## config.mk

```make
export PLATFORM = sky130hd
export DESIGN_NAME = register_file
export DESIGN_NICKNAME = d
export VERILOG_FILES = /design/src/rtl/register_file.sv
export SDC_FILE = /design/constraint.sdc
export NUM_CORES = 1
export LEC_CHECK = 0
export CORE_MARGIN = 4
export CORE_UTILIZATION = 30
export CTS_CLUSTER_DIAMETER = 50
export CTS_CLUSTER_SIZE = 10
export DETAILED_ROUTE_END_ITERATION = 16
export GPL_TIMING_DRIVEN = 0
export HOLD_SLACK_MARGIN = 0.06
export PLACE_DENSITY = 0.54
export SYNTH_ARGS = -nofsm -noshare
export SYNTH_HDL_FRONTEND = slang
export SYNTH_SLANG_ARGS = --single-unit
```

## constraint.sdc

```tcl
create_clock -name clk -period 4.95 [get_ports clk]
set_clock_uncertainty 0.15 [all_clocks]
set_input_delay 1.2375 -clock clk [delete_from_list [all_inputs] [get_ports clk]]
set_output_delay 1.2375 -clock clk [all_outputs]
set_load 0.03 [all_outputs]
```

## src/rtl/register_file.sv

```systemverilog
// Two-read, one-write register file: 2^N words of W bits, combinational reads, clocked write.
// Define REG_FILE_BYPASS_EN to forward write data to a read port addressing wreg in the same cycle.
module register_file #(
    parameter int unsigned W = 8,
    parameter int unsigned N = 5
) (
    input  logic         clk,
    input  logic         reset,
    input  logic         write,
    input  logic [N-1:0] wreg,
    input  logic [W-1:0] wdata,
    input  logic [N-1:0] rreg1,
    input  logic [N-1:0] rreg2,
    output logic [W-1:0] rdata1,
    output logic [W-1:0] rdata2
);

    localparam int unsigned DEPTH = 1 << N;

    logic [W-1:0]     regs_q [DEPTH];
    logic [W-1:0]     regs_d [DEPTH];
    logic [DEPTH-1:0] wr_sel_c;

    // One-hot write select; reset dominance is handled by the async clear below.
    always_comb begin
        wr_sel_c = '0;
        for (int unsigned i = 0; i < DEPTH; i++) begin
            wr_sel_c[i] = write && (wreg == N'(i));
        end
    end

    always_comb begin
        for (int unsigned i = 0; i < DEPTH; i++) begin
            regs_d[i] = regs_q[i];
            if (wr_sel_c[i]) begin
                regs_d[i] = wdata;
            end
        end
    end

    // Every entry, including index 0, is an ordinary clearable register.
    for (genvar g = 0; g < DEPTH; g++) begin : g_entry
        always_ff @(posedge clk or negedge reset) begin
            if (!reset) begin
                regs_q[g] <= '0;
            end else begin
                regs_q[g] <= regs_d[g];
            end
        end
    end

`ifdef REG_FILE_BYPASS_EN
    logic fwd1_c;
    logic fwd2_c;

    always_comb begin
        fwd1_c = write && reset && (rreg1 == wreg);
        fwd2_c = write && reset && (rreg2 == wreg);
        rdata1 = fwd1_c ? wdata : regs_q[rreg1];
        rdata2 = fwd2_c ? wdata : regs_q[rreg2];
    end
`else
    always_comb begin
        rdata1 = regs_q[rreg1];
        rdata2 = regs_q[rreg2];
    end
`endif

endmodule

```

==> results.md, run 1 <==
- Initial antenna violation count: 2
- CP delay by family, top: multiplexers
- Global-route wire length before repair: 61,900 um
- Layout cell share with drive strength beyond 1: 0.593
- DRC: 0
- Yosys reg bits: approximately 260
- Worst path max stage delay: between 0.5 and 0.6 ns
- Max reg flops: 256
- Nets@finish: 902
- Via density: about 5.5
- Yosys warns: 0
- Biggest registers after layout: regs_q: 256 flops
- CORE AREA: about 45,000 sq um
- Worst VDD drop: around 210 uV
- Setup crit start kind: input port
- WL final: between 40,000 and 50,000 um
- I/O Buffers: 29
- Final setup violation count: 0
- Max cap viols: 0
- Synth Flop Type: dfrtp_1
- Reg2Reg Depth: 1
- Cell Area, Synth: ~14,000 sq um
- Fillers: 4,201
- Total power: 7.01 mW
- Area leader, netlist: dfrtp_1
- Crit. Startpoint: rreg1[1]
- Largest Register: regs_q
- CP cell instances: buf_6, buf_6, mux4_2, mux4_2, mux2_2, dlygate4sd2_1
- Mean Syn Cell Area: between 15 and 20 sq um
- Vias in the first global route: 8,471
- Mapped Nets: 832
- Worst-Margin Slew: between 1 and 1.5 ns
- Post-route ant nets: 0
- Fin cells: between 1k and 1.5k
- Initial Utilization: 0.306
- Detailed Routing Iterations Pass 1: 5
- Max Fclk: 205 MHz
- Post-synth EDFFs: 0
- Critical Path RT: around 3.6 ns
- Post-Syn Instances: between 800 and 900
- Row count: 77
- Layout Utilization: 0.361
- Die span in x: 221 um
- Diode count: 0
- Setup WS pre-CTS: -1.11 ns
- PwrDens: approximately 440 nW/um^2
- RSZ-0062 raised after global routing: false
- Hold Fails Final Rpt: 0
- Synth cell count leaders: 272 x mux2_2, 256 x dfrtp_1, 160 x mux4_2, 37 x clkbuf_1, 14 x buf_1
- Final period utilization: 0.987
- Seq/Total Area, Yosys: 0.469
- Kind of critical path: input port to output port
- H-tree levels: 2
- Buffers & Inverters on Critical Path: 3
- Global Route Usage Sum: 0.172
- Worst setup margin: between 0.06 and 0.07 ns
- Total congestion overflow: 0
- Via count: roughly 8.2k
- Die height: about 220 um
- DP Cell Count: 1,429
- Top cell type's share of synthesized area: 0.469
- Crit path time final: around 4.9 ns
- R2r startpoint: regs_q[172]$_DFFE_PN0P_
- Count leader, synth: mux2_2
- Max_slew headroom: 0.121
- Iteration-0 DRC Markers: ~630
- TritonCTS Buffers: 37
- Pins Over Slew Limit: 0
- TritonCTS clock tree: yes
- Area Overhead vs Synth: 17.7%
- Total clock sinks: 256
- Largest cells by area after synthesis: dfrtp_1 47%, mux4_2 26%, mux2_2 22%
- Reg2Reg Capture Point: regs_q[172]$_DFFE_PN0P_
- Worst Path Max Fanout: 10
- Crit path depth: 6
- Clock buffer depth: 3
- I/O pins: 42
- Routed len/inst: around 28 um
- CP endpoint: rdata1[3]
- Post-CTS setup buffers: 0
- Largest net degree at the start of global routing: ~110
- Post-DP HPWL: between 20,000 and 30,000 um
- Hold Path Class: register to register
- CTS Root Cell: clkbuf_16
- Status: complete, no violations
- Cell variety after synth: 17
- Crit path DAT: 3.50 ns
- Slowest CP cell: mux4_2
- CP endpoint kind: output port
- Reg2reg setup slack: approximately 4.0 ns
- Die ar.: between 40,000 and 50,000 sq um
- GPL Wtd Cong: between 0.8 and 0.9
- Ys async rst share: 1.00
- Clock transition at path regs: ~0.05 ns
- Worst-Skew Late Latency: 0.52 ns
- P_leak: approximately 6.7 nW
-- per-stage QoR --
| stage | hold WS (ns) | TNS (ns) | area (sq um) |
|---|---|---|---|
| 6_report | 0.371 | 0 | 16100 |
| 5_1_grt | 0.385 | 0 | 16100 |
| 3_5_place_dp | 0.360 | -16.18 | 14800 |
| 2_1_floorplan | 0.341 | 0 | 13700 |
| 3_3_place_gp | 0.349 | -2323.70 | 14700 |
| 4_1_cts | 0.371 | 0 | 16100 |
-- how the worst min path moves through the flow --
stage	startpoint	to	slack (ns)	cells past startpoint
2_1_floorplan	regs_q[208]$_DFFE_PN0P_	regs_q[208]$_DFFE_PN0P_	0.34	1
3_3_place_gp	regs_q[223]$_DFFE_PN0P_	regs_q[223]$_DFFE_PN0P_	0.35	1
3_5_place_dp	regs_q[219]$_DFFE_PN0P_	regs_q[219]$_DFFE_PN0P_	0.36	1
4_1_cts	regs_q[219]$_DFFE_PN0P_	regs_q[219]$_DFFE_PN0P_	0.37	1
5_1_grt	regs_q[219]$_DFFE_PN0P_	regs_q[219]$_DFFE_PN0P_	0.39	1
6_report	regs_q[19]$_DFFE_PN0P_	regs_q[19]$_DFFE_PN0P_	0.37	1
-- logic make-up (layout without fill, tap and decap cells) --
| group | count (synthesis) | after routing | share of synthesized area |
|---|---|---|---|
| and+or+nand+nor | 46 | 46 | 0.0189 |
| DFF | 256 | 256 | 0.469 |
| muxes | 432 | 432 | 0.488 |
| buffers and inverters | 72 | 165 | 0.0248 |
-- final cells by class --
class | count | area, sq um | share of cell area
Tap cell | 592 | 741 | 0.0460
Sequential cell | 256 | 6410 | 0.398
Clock buffer | 49 | 1050 | 0.0655
Buffer | 72 | 448 | 0.0278
Timing Repair Buffer | 31 | 330 | 0.0205
Clock inverter | 13 | 181 | 0.0113
Multi-Input combinational cell | 478 | 6930 | 0.431
-- per-layer routing --
| metal | global-route usage | wire length [um] | vias up |
|---|---|---|---|
| met4 | 0.0360 | 655 | 4 |
| li1 | - | - | 3343 |
| met5 | 0 | 28 | - |
| met2 | 0.263 | 19500 | 249 |
| met1 | 0.257 | 19800 | 4566 |
| met3 | 0.0323 | 2430 | 55 |
-- what timing repair did --
action,in CTS,in global routing
setup endpoints to repair,16,4
cloned,0,0
endpoints found under the hold margin,0,0
hold buffers,0,0
gates resized for setup,69,1
-- cells in the final DEF, fill, tap and decap left out, drive strengths merged --
cell type and count:
mux2 272, dfrtp 256, mux4 160, clkbuf 86
buf 38, dlygate4sd2 16, nand2 13, nor2 13
clkdlybuf4s50 12, nor2b 6, clkinv 6, nor3 4
bufinv 4, nor4bb 3, nand4b 3, nand2b 2
clkinvlp 2, nand4 1, nor4b 1, inv 1
-- power by group --
part           total, mW  internal [mW]  leakage, nW  switching [mW]
combinational       1.54          0.879         2.81           0.657
clock               2.68           1.70        0.602           0.976
sequential          2.79           2.51         3.27           0.288
total               7.01           5.08         6.68            1.92
No activity file was read; power rests on OpenSTA's default activity.
==> run 2, diff against run 1 <==
--- a/config.mk
+++ b/config.mk
@@ -5,7 +5,7 @@
 export SDC_FILE = /design/constraint.sdc
 export NUM_CORES = 1
 export LEC_CHECK = 0
-export CORE_MARGIN = 4
+export CORE_MARGIN = 5
 export CORE_UTILIZATION = 30
 export CTS_CLUSTER_DIAMETER = 50
 export CTS_CLUSTER_SIZE = 10
==> run 2 against run 1 <==
  * Utilization down 0.14 points
  * Hold slack about the same
  * Via count shrank 0.47%
  * Flip-flop and latch count is the same
  * Sequential power hardly changed
  * Largest power group is now clock
==> results.md, run 2 (synthesis gave the netlist of run 1 again) <==
- Status: complete, no violations
- Largest net degree at the start of global routing: 112 (-0.88%)
- CORE AREA: 45,200 sq um (+1.3%)
- Clock buffer depth: 3 (unchanged)
- Final setup violation count: 0 (unchanged)
- Total congestion overflow: 0 (unchanged)
- Worst-Skew Late Latency: 0.51 ns (about the same)
- Buffers & Inverters on Critical Path: 3 (unchanged)
- Hold Fails Final Rpt: 0 (unchanged)
- I/O Buffers: 29 (unchanged)
- TritonCTS clock tree: yes
- Detailed Routing Iterations Pass 1: 4 (-1)
- Worst path max stage delay: 0.52 ns (-0.06 ns)
- Nets@finish: 904 (+0.22%)
- Largest Register: regs_q
- Die span in x: 223 um (+0.90%)
- Layout cell share with drive strength beyond 1: 0.601 (+0.00800)
- CP cell instances: clkbuf_2, buf_4, mux4_2, mux4_2, mux2_2, dlygate4sd2_1
- Die height: 223 um (+0.90%)
- Hold Path Class: register to register
- Clock transition at path regs: 0.05 ns (about the same)
- Max Fclk: 203 MHz (-0.65%)
- Worst Hold End: regs_q[221]$_DFFE_PN0P_
- Diode count: 0 (unchanged)
- Global Route Usage Sum: 0.169 (-0.00307)
- Reg2reg setup slack: 3.98 ns (about the same)
- Initial Utilization: 0.303 (-0.00393)
- Worst VDD drop: 227 uV (+8.4%)
- WL final: 42,200 um (-0.49%)
- Worst Hold Launch: regs_q[221]$_DFFE_PN0P_
- Total power: 7.17 mW (+2.4%)
- TritonCTS Buffers: 39 (+5.4%)
- Reg2Reg Capture Point: regs_q[172]$_DFFE_PN0P_
- Initial antenna violation count: 0 (-2)
- H-tree levels: 2 (unchanged)
- Area Overhead vs Synth: 18.7%
- Post-DP HPWL: 29,300 um (-1.8%)
- Via count: 8,178 (-0.47%)
- Reg2Reg Depth: 1 (unchanged)
- Crit path DAT: 3.53 ns (+0.03 ns)
- Crit path time final: 4.92 ns (+0.0320 ns)
- Worst Path Max Fanout: 10 (unchanged)
- Vias in the first global route: 8,747 (+3.3%)
- Final instance area: 16,200 sq um (+0.90%)
- Total clock sinks: 256 (unchanged)
- Hold Crit Depth: 1 (unchanged)
- Layout Utilization: 0.359 (-0.00141)
- CP endpoint kind: output port
- Most frequent cells in the layout: 272 x mux2_2, 256 x dfrtp_1, 160 x mux4_2
- Final period utilization: 0.993 (+0.00647)
- Global-route wire length before repair: 61,800 um (-0.23%)
- Die ar.: 49,900 sq um (+1.8%)
- Post-CTS Resized: 59 (-14%)
- Post-route ant nets: 0 (unchanged)
- DP Cell Count: 1,437 (+0.56%)
- Pins Over Slew Limit: 0 (unchanged)
- Max cap viols: 0 (unchanged)
- I/O pins: 42 (unchanged)
- CTS Root Cell: clkbuf_16
- Biggest registers after layout: regs_q: 256 flops
- Routed len/inst: 28.0 um (-1.5%)
- Most used cell, CP: mux4_2
- CP delay by family, top: multiplexers
- PwrDens: 442 nW/um^2 (+1.5%)
- Max_slew headroom: 0.0775 (-0.0433)
- Worst-Margin Slew: 1.37 ns (+0.0512 ns)
- Post-CTS setup buffers: 0 (unchanged)
- GPL Wtd Cong: 0.831 (+1.4%)
- Setup crit start kind: input port
- Iteration-0 DRC Markers: 654 (+4.5%)
- Fin cells: 1,507 (+1.1%)
- DRC: 0 (unchanged)
- R2r startpoint: regs_q[172]$_DFFE_PN0P_
- Commonest non-fill, non-tap cell in the layout: mux2_2
- RSZ-0062 raised after global routing: false
- Max reg flops: 256 (unchanged)
- Hold buffers post-CTS: 0 (unchanged)
- Post-DP Area: 14,800 sq um (about the same)
- Kind of critical path: input port to output port
- P_leak: 6.78 nW (+1.4%)
- Via density: 5.43 (-1.5%)
- Slowest CP cell: mux4_2
- Critical Path RT: 3.56 ns (about the same)
- Row count: 78 (+1.3%)
==> run 2: changes by cell type in the layout (fill, tap and decap cells not counted), sizes merged <==
cell and delta:
buf +2, bufinv +1, clkinv +2, dlygate4sd2 -2, dlymetal6s2s +2, inv +3
==> run 2: through the flow <==
stage / TNS [ns] / hold WS (ns) / worst slack (ns)
4_1_cts: -0.294 / 0.372 / -0.173
5_1_grt: 0 / 0.390 / 0.000163
3_3_place_gp: -2334.69 / 0.349 / -9.09
6_report: 0 / 0.371 / 0.0328
2_1_floorplan: 0 / 0.341 / 0.546
3_5_place_dp: -15.47 / 0.361 / -1.04
==> run 2: cell type report <==
| type | count | area (sq um) |
|---|---|---|
| clock buffer | 51 | 1100 |
| timing repair buffer | 31 | 338 |
| sequential | 256 | 6410 |
| fill | 4285 | 29000 |
| multi-input combinational | 478 | 6930 |
| tap | 600 | 751 |
| buffer | 72 | 459 |
| clock inverter | 19 | 244 |
==> run 2: worst max path at each step <==
stage                     depth (start not counted)      from                       to  slack (ns)
after floorplan                                   5  rreg1[2]                rdata1[0]        0.55
after global placement                            1     reset  regs_q[234]$_DFFE_PN0P_       -9.09
after detailed placement                          6  rreg1[2]                rdata1[3]       -1.04
after CTS                                         6  rreg2[1]                rdata2[0]       -0.17
after global routing                              6  rreg2[1]                rdata2[3]      0.0002
final                                             6  rreg1[2]                rdata1[3]        0.03
==> run 2: power by group <==
part / internal, mW / switching (mW)
logic: 0.881 / 0.638
clock network: 1.83 / 1.03
registers: 2.51 / 0.287
==> run 2: routing by layer <==
layer | track usage | share of wire | up-vias
li1 | - | - | 3335
met1 | 0.238 | 0.45 | 4508
met2 | 0.257 | 0.46 | 247
met3 | 0.0380 | 0.061 | 88
met4 | 0.0589 | 0.034 | 0
met5 | 0 | 0 | -
==> run 3, diff against run 2 <==
==> constraint.sdc (replaced) <==
create_clock -name clk -period 5.64 [get_ports clk]
set_clock_uncertainty 0.15 [all_clocks]
set_input_delay 1.41 -clock clk [delete_from_list [all_inputs] [get_ports clk]]
set_output_delay 1.41 -clock clk [all_outputs]
set_load 0.03 [all_outputs]
==> run 3 against run 2 <==
  * Routed wire length is 0.31% higher
  * Clock-buffer cell count unchanged
  * Setup slack got worse by 0.030 ns
  * Highest routed layer unchanged
  * Largest power group unchanged
  * Largest cell class unchanged
==> results.md, run 3 (synthesis gave the netlist of run 1 again) <==
- Die height: 223 um (unchanged)
- R2r startpoint: regs_q[170]$_DFFE_PN0P_
- CP endpoint kind: output port
- Comb pwr share: 0.214 (+0.002)
- I/O pins: 42 (unchanged)
- Fillers: 4,291 (+0.14%)
- Worst path max stage delay: 0.62 ns (+0.10 ns)
- Reg2Reg Depth: 1 (unchanged)
- Nets@finish: 904 (unchanged)
- Layout cell share with drive strength beyond 1: 0.600 (-0.00110)
- Via density: 5.48 (+0.98%)
- Worst-Margin Slew: 1.35 ns (-0.0172 ns)
- Worst setup margin: 0.00327 ns (-0.0296 ns)
- Crit path time final: approximately 5.6 ns
- CP cell instances: clkbuf_2, buf_2, mux4_2, mux4_2, mux2_2, clkdlybuf4s50_1
- Crit path depth: 6 (unchanged)
- Crit. Startpoint: rreg1[2]
- GPL Wtd Cong: 0.831 (unchanged)
- Post-DP HPWL: 29,300 um (unchanged)
- CP endpoint: rdata1[3]
- Worst Path Max Fanout: 10 (unchanged)
- Global-route wire length before repair: 61,700 um (about the same)
- Max cap viols: 0 (unchanged)
- Diode count: 0 (unchanged)
- Initial Utilization: 0.303 (unchanged)
- Hold buffers post-CTS: 0 (unchanged)
- CTS Root Cell: clkbuf_16
- Max reg flops: 256 (unchanged)
- Total congestion overflow: 0 (unchanged)
- Status: complete, no violations
- Buffers & Inverters on Critical Path: 3 (unchanged)
- I/O Buffers: 29 (unchanged)
- Critical Path RT: 4.08 ns (+0.52 ns)
- Most used cell, CP: mux4_2
- Worst VDD drop: 196 uV (-14%)
- Max_slew headroom: 0.0891 (+0.0116)
- Die ar.: 49,900 sq um (unchanged)
- Area Overhead vs Synth: 18.1%
- TritonCTS Buffers: 39 (unchanged)
- Most frequent cells in the layout: 272 x mux2_2, 256 x dfrtp_1, 160 x mux4_2
- PwrDens: 391 nW/um^2 (-12%)
- WL final: 42,300 um (+0.31%)
- DRC: 0 (unchanged)
- Setup crit start kind: input port
- Clk network pwr share: 0.398 (about the same)
- Final period utilization: 0.999
- Detailed Routing Iterations Pass 1: 5 (+1)
- Cell-internal power: 4.60 mW (-12%)
- P_leak: 6.67 nW (-1.5%)
- Seq. cell area: 6410 sq um (unchanged)
- Setup WS pre-CTS: -0.695 ns (+0.345 ns)
- Combined area of the multi-input logic cells: 6930 sq um (unchanged)
- Post-CTS Resized: 27 (-54%)
- Die span in x: 223 um (unchanged)
- Largest Register: regs_q
- Max Fclk: between 150 and 200 MHz
- TritonCTS clock tree: yes
- Worst-Skew Late Latency: 0.51 ns (about the same)
- Total clock sinks: 256 (unchanged)
- CP delay by family, top: buffers and inverters
- Commonest non-fill, non-tap cell in the layout: mux2_2
- RSZ-0062 raised after global routing: false
- Slowest CP cell: clkdlybuf4s50_1
- Reg2reg setup slack: 4.67 ns (+0.69 ns)
- Clock buffer depth: 3 (unchanged)
- Kind of critical path: input port to output port
- Biggest registers after layout: regs_q: 256 flops
- Post-route ant nets: 0 (unchanged)
- Row count: 78 (unchanged)
- DP Cell Count: 1,437 (unchanged)
- Reg2Reg Capture Point: regs_q[170]$_DFFE_PN0P_
- Initial antenna violation count: 0 (unchanged)
- Crit path DAT: 4.08 ns (+0.55 ns)
- Vias in the first global route: 8,734 (-0.15%)
- Hold Path Class: register to register
- Hold Fails Final Rpt: 0 (unchanged)
- Sw power: 1.71 mW (-12%)
- CORE AREA: 45,200 sq um (unchanged)
- Largest net degree at the start of global routing: 112 (unchanged)
- Switching Fraction: 0.272 (-0.000740)
- Fin cells: 1,507 (unchanged)
- Post-CTS setup buffers: 0 (unchanged)
- Via count: 8,258 (+0.98%)
- Pins Over Slew Limit: 0 (unchanged)
- Hold WS: 0.370 ns (-0.000540 ns)
- Iteration-0 DRC Markers: 619 (-5.4%)
- H-tree levels: 2 (unchanged)
- Routed len/inst: 28.1 um (+0.31%)
- Clock transition at path regs: 0.05 ns (about the same)
- Final setup violation count: 0 (unchanged)
- Sequential power share: 0.389 (about the same)
- Global Route Usage Sum: 0.168 (-0.000225)
==> run 3: changes by cell type in the layout (fill, tap and decap cells not counted), moves of 2 or more <==
| cell | change |
|---|---|
| clkbuf_4 | +2 |
| buf_4 | +4 |
| clkbuf_8 | -3 |
| buf_2 | +8 |
| dlygate4sd2_1 | -14 |
| buf_6 | -11 |
| clkdlybuf4s50_1 | +16 |
| dlymetal6s2s_1 | -2 |
==> run 3: cell type report <==
type,instances,share of cell area
timing repair buffer,31,0.0217
clock buffer,51,0.0682
tap,600,0.0465
clock inverter,19,0.0151
sequential,256,0.397
multi-input combinational,478,0.429
buffer,72,0.0228
==> run 3: how the worst min path moves through the flow <==
stage,start,end,slack (ns),cells past startpoint
3_3_place_gp,regs_q[216]$_DFFE_PN0P_,regs_q[216]$_DFFE_PN0P_,0.35,1
5_1_grt,regs_q[106]$_DFFE_PN0P_,regs_q[106]$_DFFE_PN0P_,0.39,1
2_1_floorplan,regs_q[208]$_DFFE_PN0P_,regs_q[208]$_DFFE_PN0P_,0.34,1
3_5_place_dp,regs_q[216]$_DFFE_PN0P_,regs_q[216]$_DFFE_PN0P_,0.36,1
4_1_cts,regs_q[216]$_DFFE_PN0P_,regs_q[216]$_DFFE_PN0P_,0.37,1
6_report,regs_q[154]$_DFFE_PN0P_,regs_q[154]$_DFFE_PN0P_,0.37,1
==> run 3: per-layer routing <==
| layer | global-route usage | part of all wire | up-vias |
|---|---|---|---|
| met1 | 0.235 | 0.44 | 4570 |
| li1 | - | - | 3347 |
| met2 | 0.258 | 0.46 | 256 |
| met4 | 0.0555 | 0.032 | 0 |
| met5 | 0 | 0 | - |
| met3 | 0.0436 | 0.070 | 85 |
==> run 3: through the flow <==
stage	setup TNS, ns	utilization	power, mW	instance area (sq um)
2_1_floorplan	0	-	3.35	13700
3_3_place_gp	-2196.69	0.326	3.78	14700
3_5_place_dp	-9.95	0.327	3.82	14800
4_1_cts	0	0.357	6.34	16100
5_1_grt	0	0.357	6.55	16200
6_report	0	0.357	6.31	16200
==> run 3: power groups by stage <==
stage | sequential [mW] | combinational [mW] | clock [mW]
after detailed placement | 2.47 | 1.35 | 0
after floorplan | 2.39 | 0.958 | 0
after global placement | 2.46 | 1.32 | 0
after CTS | 2.45 | 1.35 | 2.54
after global routing | 2.50 | 1.43 | 2.63
final | 2.45 | 1.35 | 2.51
==> RTL change: new RTL, config.mk and constraints of run 1 <==
The parameter `N` goes from 5 to 3.
--- a/src/rtl/register_file.sv
+++ b/src/rtl/register_file.sv
@@ -3,5 +3,5 @@
 module register_file #(
     parameter int unsigned W = 8,
-    parameter int unsigned N = 5
+    parameter int unsigned N = 3
 ) (
     input  logic         clk,
Interface: changed (resized rreg1, rreg2 and wreg); port bits go from 42 to 36. The function was not compared with the original's and may differ.
==> RTL change against run 1 <==
- sequential cell count fell by 192
- synthesized area fell by 74%
- sequential power fell by 74%
- worst setup slack improved by 180 ps
- first-iteration DRC count fell by 96%
- synthesized cell count fell by 75%
- total power fell by 75%
- via count fell by 76%
- count of clock-buffer cells in the layout fell by 37
- wire length fell by 80%
- design area fell by 74%
- global-route usage fell by 3.8 points
==> RTL change: results (changes against run 1) <==
outcome=completed; Net Sw Frac=27.34% (-0.082 points); Clock power frac=32.0% (-6.2 points); Routed met2 length=4184 µm (-79%); pre-CTS setup slack=216.2 ps (+1324 ps); Hold Crit Start=regs_q[32]; via count=1,984 (-76%); Tot GR Track Use=13.35% (-3.8 points); M1 WL=3865 µm (-80%); vias in the first global route=2,128 (-75%); DRT Pass-1 Iters=4 (-1); DRT iter0 DRCs=25 (-96%); largest registers=regs_q x64; mux contribution to synthesized area=48.89% (+0.12 points); VDD IR max=0.1508 mV (-28%); slowest CP cell=clkdlybuf4s50_1; Syn Nets=221 (-73%); Max-slew headroom=43.89% (+32 points); nets@finish=257 (-72%); CP arrival=3320 ps (-180 ps); Final Non-Filler Cells=382 (-74%); reg-to-reg critical path startpoint=regs_q[33]; detailed placement HPWL=5307 µm (-82%); met1 Usage GRT=17.35% (-8.3 points); worst setup path endpoint=rdata1[4]; largest net degree at the start of global routing=65 (-42%); r2r endpoint=regs_q[33]; Crit path max-delay family=buffers and inverters; Internal=1289 µW (-75%); top post-synthesis cells by area=dfrtp_1, mux2_2, mux4_1, mux4_2, buf_12; first-pass GRT wire length=12,840 µm (-79%); r2r setup slk=4010 ps (+40 ps); number of gates resized after cts=0 (-100%); P_comb=491 µW (-68%); met2 usage=22.16% (-4.1 points); DR top layer=met4; routability congestion estimate=0.6990 (-15%)
==> RTL change: changes by cell type in the layout (fill, tap and decap cells not counted), sizes merged, moves of 12 or more <==
cell	run 1	this run
clkbuf	86	15
buf	38	15
clkdlybuf4s50	12	24
nor2	13	0
dlygate4sd2	16	0
nand2	13	0
mux4	160	32
dfrtp	256	64
mux2	272	80
==> RTL change: worst min-delay path by stage <==
stage	to	slack [ps]	cells past startpoint
6_report	regs_q[32]	360	1
3_3_place_gp	regs_q[37]	350	1
5_1_grt	regs_q[23]	380	1
3_5_place_dp	regs_q[32]	350	1
2_1_floorplan	regs_q[32]	330	1
4_1_cts	regs_q[32]	360	1
==> RTL change: final cells by class <==
type / count / area (µm²)
Buffer: 17 / 121.4
Clock buffer: 12 / 256.5
Clock inverter: 1 / 5.005
Fill cell: 1068 / 7239
Multi-Input combinational cell: 120 / 1817
Sequential cell: 64 / 1602
Tap cell: 143 / 178.9
Timing Repair Buffer: 25 / 247.7
